$ cat src/rtl/seg7_scan_ctrl.sv
// Eight-digit multiplexed seven-segment driver: slot scanning with an anti-ghosting
// blank, hex decode, frame-synchronous double buffering. SEG7_DIM_EN adds PWM dimming.
module seg7_scan_ctrl #(
  parameter int PRESCALE  = 3750,
  parameter int BLANK_CYC = 16
) (
  input  logic        clk,
  input  logic        rst,
  input  logic [31:0] disp_data_i,
  input  logic [7:0]  disp_dp_i,
  input  logic [7:0]  disp_en_i,
  input  logic        disp_update_i,
`ifdef SEG7_DIM_EN
  input  logic [3:0]  brightness_i,
`endif
  output logic        pend_o,
  output logic        frame_done_o,
  output logic [7:0]  sev_cathode_o,
  output logic [7:0]  sev_anode_o
);

  localparam int CW = (PRESCALE > 1) ? $clog2(PRESCALE) : 1;
  localparam logic [CW-1:0] SLOT_LAST  = CW'(PRESCALE - 1);
  localparam logic [CW-1:0] BLANK_LAST = CW'(BLANK_CYC - 1);

  typedef enum logic {
    S_BLANK = 1'b0,
    S_DRIVE = 1'b1
  } state_t;

  state_t          state_reg, state_next;
  logic [CW-1:0]   slot_cnt_reg, slot_cnt_next;
  logic [2:0]      digit_reg, digit_next;
  logic            slot_wrap;
  logic            frame_bnd;

  logic [31:0]     pend_data_reg, pend_data_next;
  logic [7:0]      pend_dp_reg, pend_dp_next;
  logic [7:0]      pend_en_reg, pend_en_next;
  logic            pend_reg, pend_next;

  logic [31:0]     shadow_data_reg, shadow_data_next;
  logic [7:0]      shadow_dp_reg, shadow_dp_next;
  logic [7:0]      shadow_en_reg, shadow_en_next;

  logic [7:0]      anode_reg, anode_next;
  logic [7:0]      cathode_reg, cathode_next;
  logic            frame_done_reg;

  logic [3:0]      shadow_nib [8];
  logic [7:0]      digit_hit;
  logic [3:0]      cur_nib;
  logic            cur_dp;
  logic [6:0]      seg_raw;
  logic            pwm_on;

  // ---------------------------------------------------------------------------
  // Slot / digit sequencing
  // ---------------------------------------------------------------------------
  always_comb begin
    slot_wrap     = (slot_cnt_reg == SLOT_LAST);
    frame_bnd     = slot_wrap && (digit_reg == 3'd7);
    slot_cnt_next = slot_wrap ? '0 : slot_cnt_reg + 1'b1;
    digit_next    = slot_wrap ? digit_reg + 3'd1 : digit_reg;
  end

  always_comb begin
    state_next = state_reg;
    unique case (state_reg)
      S_BLANK: if (slot_cnt_reg == BLANK_LAST) state_next = S_DRIVE;
      S_DRIVE: if (slot_wrap)                  state_next = S_BLANK;
      default:                                 state_next = S_BLANK;
    endcase
  end

  // ---------------------------------------------------------------------------
  // Double buffer: shadow loads from pending only at the frame boundary, and a
  // strobe in that same cycle lands in pending for the following frame.
  // ---------------------------------------------------------------------------
  always_comb begin
    pend_data_next   = pend_data_reg;
    pend_dp_next     = pend_dp_reg;
    pend_en_next     = pend_en_reg;
    pend_next        = pend_reg;
    shadow_data_next = shadow_data_reg;
    shadow_dp_next   = shadow_dp_reg;
    shadow_en_next   = shadow_en_reg;
    if (frame_bnd && pend_reg) begin
      shadow_data_next = pend_data_reg;
      shadow_dp_next   = pend_dp_reg;
      shadow_en_next   = pend_en_reg;
      pend_next        = 1'b0;
    end
    if (disp_update_i) begin
      pend_data_next = disp_data_i;
      pend_dp_next   = disp_dp_i;
      pend_en_next   = disp_en_i;
      pend_next      = 1'b1;
    end
  end

  // ---------------------------------------------------------------------------
  // Per-digit nibble split and enabled-anode select
  // ---------------------------------------------------------------------------
  genvar gi;
  generate
    for (gi = 0; gi < 8; gi++) begin : g_digit
      assign shadow_nib[gi] = shadow_data_reg[4*gi +: 4];
      assign digit_hit[gi]  = (digit_reg == 3'(gi)) && shadow_en_reg[gi];
    end
  endgenerate

  assign cur_nib = shadow_nib[digit_reg];
  assign cur_dp  = shadow_dp_reg[digit_reg];

  // Active-low gfedcba patterns
  always_comb begin
    seg_raw = 7'h7F;
    case (cur_nib)
      4'h0:    seg_raw = 7'h40;
      4'h1:    seg_raw = 7'h79;
      4'h2:    seg_raw = 7'h24;
      4'h3:    seg_raw = 7'h30;
      4'h4:    seg_raw = 7'h19;
      4'h5:    seg_raw = 7'h12;
      4'h6:    seg_raw = 7'h02;
      4'h7:    seg_raw = 7'h78;
      4'h8:    seg_raw = 7'h00;
      4'h9:    seg_raw = 7'h10;
      4'hA:    seg_raw = 7'h08;
      4'hB:    seg_raw = 7'h03;
      4'hC:    seg_raw = 7'h46;
      4'hD:    seg_raw = 7'h21;
      4'hE:    seg_raw = 7'h06;
      4'hF:    seg_raw = 7'h0E;
      default: seg_raw = 7'h7F;
    endcase
  end

`ifdef SEG7_DIM_EN
  logic [3:0] phase_reg, phase_next;
  logic [3:0] shadow_bright_reg, shadow_bright_next;

  // Phase is zero on the first drive cycle of every slot.
  always_comb begin
    phase_next         = (state_reg == S_DRIVE) ? phase_reg + 4'd1 : 4'd0;
    shadow_bright_next = frame_bnd ? brightness_i : shadow_bright_reg;
    pwm_on             = (phase_reg <= shadow_bright_reg);
  end

  always_ff @(posedge clk) begin
    if (rst) begin
      phase_reg         <= 4'd0;
      shadow_bright_reg <= 4'hF;
    end else begin
      phase_reg         <= phase_next;
      shadow_bright_reg <= shadow_bright_next;
    end
  end
`else
  assign pwm_on = 1'b1;
`endif

  always_comb begin
    anode_next   = 8'hFF;
    cathode_next = 8'hFF;
    if (state_reg == S_DRIVE) begin
      cathode_next = {~cur_dp, seg_raw};
      if (pwm_on) anode_next = ~digit_hit;
    end
  end

  // ---------------------------------------------------------------------------
  // State and output registers
  // ---------------------------------------------------------------------------
  always_ff @(posedge clk) begin
    if (rst) begin
      state_reg       <= S_BLANK;
      slot_cnt_reg    <= '0;
      digit_reg       <= 3'd0;
      pend_data_reg   <= 32'd0;
      pend_dp_reg     <= 8'd0;
      pend_en_reg     <= 8'd0;
      pend_reg        <= 1'b0;
      shadow_data_reg <= 32'd0;
      shadow_dp_reg   <= 8'd0;
      shadow_en_reg   <= 8'd0;
      anode_reg       <= 8'hFF;
      cathode_reg     <= 8'hFF;
      frame_done_reg  <= 1'b0;
    end else begin
      state_reg       <= state_next;
      slot_cnt_reg    <= slot_cnt_next;
      digit_reg       <= digit_next;
      pend_data_reg   <= pend_data_next;
      pend_dp_reg     <= pend_dp_next;
      pend_en_reg     <= pend_en_next;
      pend_reg        <= pend_next;
      shadow_data_reg <= shadow_data_next;
      shadow_dp_reg   <= shadow_dp_next;
      shadow_en_reg   <= shadow_en_next;
      anode_reg       <= anode_next;
      cathode_reg     <= cathode_next;
      frame_done_reg  <= frame_bnd;
    end
  end

  assign pend_o        = pend_reg;
  assign frame_done_o  = frame_done_reg;
  assign sev_anode_o   = anode_reg;
  assign sev_cathode_o = cathode_reg;

endmodule

$ cat config.mk
export PLATFORM = sky130hd
export DESIGN_NAME = seg7_scan_ctrl
export DESIGN_NICKNAME = d
export VERILOG_FILES = /design/src/rtl/seg7_scan_ctrl.sv
export SDC_FILE = /design/constraint.sdc
export NUM_CORES = 1
export LEC_CHECK = 0
export ABC_AREA = 1
export BUFFER_PORTS_ARGS = -buffer_cell sky130_fd_sc_hd__buf_4
export CAP_MARGIN = 15
export CORE_AREA = 2 2 116 130
export CTS_CLUSTER_SIZE = 14
export DETAILED_ROUTE_END_ITERATION = 6
export DIE_AREA = 0 0 118 132
export HOLD_SLACK_MARGIN = 0.02
export PLACE_DENSITY = 0.66
export SKIP_CTS_REPAIR_TIMING = 1
export SLEW_MARGIN = 30
export SYNTH_ARGS = -nofsm -noshare
export SYNTH_HDL_FRONTEND = slang
export SYNTH_SLANG_ARGS = --single-unit
$ cat constraint.sdc
create_clock -name clk -period 2.37 [get_ports clk]
set_input_delay 0.237 -clock clk [delete_from_list [all_inputs] [get_ports clk]]
set_output_delay 0.237 -clock clk [all_outputs]
set_load 0.02 [all_outputs]
After elaboration in Yosys (flattened, before gate mapping)
Memory sizes are Yosys's and may differ from the RTL's. A register that Yosys moved wholly into a read port is not among the register bits.
Cells that the tools add are included.
Widths: inputs -> output; s select.
- output and inout bits: 18
- bits in latches: 0
- logic and storage cells: 55
- RAM bits: 0
- ROM bits: 112
- input port bits: 51
- register bits after elaboration: 130
- memories: 1
- divide/modulo/power cells: 0
- multipliers: 0
- muxes and demuxes: 10
- reduce and logical (&&, ||, !) cells: 14
- magnitude comparators: 2
- shift-type cells: 0
- add/subtract/negate cells: 2
- bitwise operators: 4
- eq/ne operators: 9
- memory list (memory ; depth ; width ; read ports ; clocked after memory_dff ; wr ports ; RTL line ; source):
    (name not given) ; 16 ; 7 ; 1 ; 1 ; 0 ; 119 ; case (cur_nib)
- operator list (operator ; number):
    $add 12x1->12 const B ; 1
    $bmux 4 s3 ; 1
    $eq 12x12->1 const B ; 1
    $eq 12x4->1 const B ; 1
    $eq 3x3->1 const B ; 4
    $logic_and 1x1->1 ; 10
    $mux 4 ; 2
    $not 8->8 ; 1
    $eq 3x2->1 const B ; 2
    $mux 1 ; 5
    $ge 4x4->1 const B ; 1
    $lt 3x4->1 const B ; 1
    $not 3->4 ; 1
    $reduce_or 2->1 ; 2
    $add 3x1->3 const B ; 1
    $bmux 1 s3 ; 1
    $eq 3x1->1 const B ; 1
    $logic_not 3->1 ; 1
    $not 1->1 ; 2
    $pmux 1 s2 ; 1
    $reduce_bool 2->1 ; 1

Logic depth before layout (Yosys ltp)
- word-level depth: 5
- gate-level depth with buffers: 13
- gate-level depth less buffers: 12

Worst setup path before layout
Ideal clock, no wire load.
- path kind: reg2reg
- from: reg digit_reg[0]
- to: reg cathode_reg[1], in the netlist sev_cathode_o[1]
- slack: 0.489 ns
- library setup time: 0.115 ns
- period minus slack after synthesis: 1.881 ns
- buffers on the path: 2
- cell stages (with the launch flop): 13
- arrival: 1.767 ns
- cell sequence: dfxtp_1 -> clkbuf_2 -> clkinv_1 -> buf_2 -> nand2_1 -> nand3_1 -> nand3_1 -> nand2_1 -> ha_1 -> nand3_1 -> nor2_1 -> nor2_1 -> nand2_1
- longest elaborated chain between the ends: 4
- ends and longest elaborated chain (what ; RTL line ; source):
    start, declared ; 33 ; logic [2:0] digit_reg, digit_next;
    start signal, assigned ; 194 ; digit_reg <= digit_next;
    $not 3->4 (not written as such) ; 113 ; assign cur_nib = shadow_nib[digit_reg];
    $bmux 4 s3 ; 113 ;
    $mux 4 (not written as such) (2 in series) ; 113 ;
    end, declared ; 47 ; logic [7:0] cathode_reg, cathode_next;
No other way between the ends. The select of a mux whose other input is x is not followed.
A chain may end at the register's enable or synchronous reset.

Worst setup path in the final report
- from: reg digit_reg[2]
- to: reg cathode_reg[0], in the netlist sev_cathode_o[0]
The elaborated chain is that of the path after synthesis.

==> run_results.csv <==
group,metric,value,unit
critical_path,critPathBufInv,1,
cells_and_area,layout-drive-gt1-share,0.1517,
cells_and_area,final_cells,1036,
synthesis,yosysUniqueCellTypes,29,
critical_path,path_max_fanout,10,
cells_and_area,syn_to_final_growth,22.34,%
synthesis,synth.cell_area,5594,µm²
synthesis,yosys.area.top_type,"dfxtp_1",
clocking,h-tree-depth,4,
floorplanning,core_region_area,14220,µm²
detailed_routing,wire_per_inst,11.78,µm
clocking,cts.clk_slew.worst_paths,60,ps
grt,grt_pass1_vias,4506,
cells_and_area,fill_cells,1439,
timing,tns,0,ps
timing,hold_viol_final,0,
timing,setup_slack,452.1,ps
cells_and_area,layout.nets,896,
grt,grt_pass1_wl,21110,µm
critical_path,required,2680,ps
critical_path,arrival,2230,ps
place,gp_congestion,0.8546,
synthesis,synth_edf_count,0,
detailed_routing,wirelength,12200,µm
floorplanning,num_rows,46,
critical_path,cp-start-kind,"register",
floorplanning,die-area,15580,µm²
floorplanning,ios,69,
clocking,root_buffer,"clkbuf_16",
floorplanning,initial_core_util,0.3935,
timing,slew_headroom,0.7345,
detailed_routing,detail_route.first_pass.iterations,5,
synthesis,ys_top_cells_by_area,"dfxtp_1, nand2_1, nor2_1, inv_1, nand4_1",
grt,grt_max_degree,100,
synthesis,seq_area_frac_synth,0.4652,
synthesis,netlist.area_leader.share,0.4652,
grt,grt.total_usage,0.1640,
synthesis,ys_warn_count,0,
critical_path,crit_family,"simple AND/OR/NAND/NOR gates",
place,dp_worst_setup_slack,486.3,ps
critical_path,cp-end-kind,"register",
place,dp.cells,1004,
synthesis,synth-seq-cells,130,
floorplanning,dieHeight,132,µm
timing,fin_crit,1918,ps
timing,setup_viol,0,
clocking,cts_buffer_depth,2,
synthesis,syn_inst,778,
critical_path,worst_path_max_delay_cell,"dfxtp_1",
timing,rsz0062_at_grt,"false",
power_and_ir_drop,power.leakage,0.002885,µW
detailed_routing,via_per_inst,4.706,
power_and_ir_drop,power.density,737.1,nW/µm²
cells_and_area,diodes,0,
timing,tightest_slew,397.8,ps
worst_hold_path,hp-class,"in2reg",
timing,slew_viol_final,0,
detailed_routing,dr.first_iter.drc_count,275,
clocking,clk_latency,420,ps
synthesis,ys.flop_type,"dfxtp_1",
clocking,cts_tree,"yes",
synthesis,syn-num-nets,843,
cells_and_area,fin_util,0.4814,
timing,max_freq,521.4,MHz
critical_path,crit_type,"reg2reg",
cells_and_area,seq_area,2603,µm²
timing,hold_slack,43.88,ps
clocking,cts_made_buffers,17,
place,io_buffers,68,
floorplanning,die_w,118,µm
synthesis,syn_avg_cell_area,7.190,µm²
place,dp_hpwl,8415,µm
timing,skew,5.837,ps
detailed_routing,antenna_left,0,
timing,fin_crit_sh,0.8092,
run,drv_cap,0,
detailed_routing,vias,4875,
cells_and_area,multi_input_comb_area,2434,µm²
critical_path,crit_chain,"clkinv_1, nand3_1, nand2_1, ha_1, nand3_1, nor2_1, nor2_1, nand2_1",
synthesis,synth-async-reset-ratio,0,
grt,antenna_found_initial,0,
critical_path,cpPeakStageDelay,530,ps
outcome,status,"complete, no violations",
clocking,cts_sinks,130,
grt,grt.overflow.total,0,
power_and_ir_drop,vdd_drop_max,390.9,µV
detailed_routing,drc,0,
[power by group]
part           internal (µW)  total [µW]  switching (µW)
Sequential              2250        2260            16.3
Clock                   1570        2520             950
Combinational            113         264             151
Total                   3930        5040            1120
[stage by stage]
step,cell area [µm²],total power [µW]
floorplan,5594,2464
global route,6844,5234
detailed placement,6266,2578
CTS,6844,5094
global placement,6266,2575
finish,6844,5045
[synthesized netlist by cell type (all sizes together), types with 5 or more instances]
| cell | count |
|---|---|
| dfxtp | 130 |
| clkbuf | 27 |
| nand2 | 133 |
| o21ai | 57 |
| nand4 | 49 |
| a21oi | 58 |
| nand3 | 46 |
| nor3 | 5 |
| buf | 23 |
| inv | 86 |
| ha | 14 |
| nor2 | 133 |
[routing by layer]
metal | GRT usage | vias up | part of all wire
li1 | - | 2619 | -
met1 | 0.2173 | 2180 | 0.51
met2 | 0.2607 | 62 | 0.44
met3 | 0.03979 | 14 | 0.031
met4 | 0.05823 | 0 | 0.013
met5 | 0 | - | 0
[worst paths after layout]
| check | cells after the start | startpoint | slack (ps) | end |
|---|---|---|---|---|
| worst min-delay path | 2 | rst | 40 | pend_o |
| worst max-delay path | 8 | digit_reg[2] | 450 | sev_cathode_o[0] |
| worst min register to register | 1 | shadow_en_reg[4] | 400 | sev_anode_o[4] |
| worst max register to register | 8 | digit_reg[2] | 450 | sev_cathode_o[0] |
[cell type report]
type                    instances  share of cell area
clock inverters                14             0.02029
repair buffers                 84             0.09580
inverters                      89             0.04881
multi-input cells             509              0.3556
well taps                     192             0.03510
clock buffers                  18             0.06417
flip-flops and latches        130              0.3803
[cells by family (layout without fill, tap and decap cells)]
family,after synthesis,count (layout),share of synthesized area
AND/OR/NAND/NOR,373,373,0.2903
buffers and inverters,139,205,0.09975
flip-flops,130,130,0.4652
AO/OA/AOI/OAI,118,118,0.1071
adder cells (fa/ha/maj),14,14,0.03131
XOR/XNOR,4,4,0.006264
[layout by cell type (no fill, tap or decap), types with 6 or more instances in the layout]
cell type and n:
a21oi_1 58, buf_4 82, clkbuf_16 17, clkinv_2 6
dfxtp_1 130, ha_1 14, inv_1 83, nand2_1 131
nand3_1 46, nand4_1 49, nor2_1 131, o21ai_0 57
(Power assumes the default switching activity.)
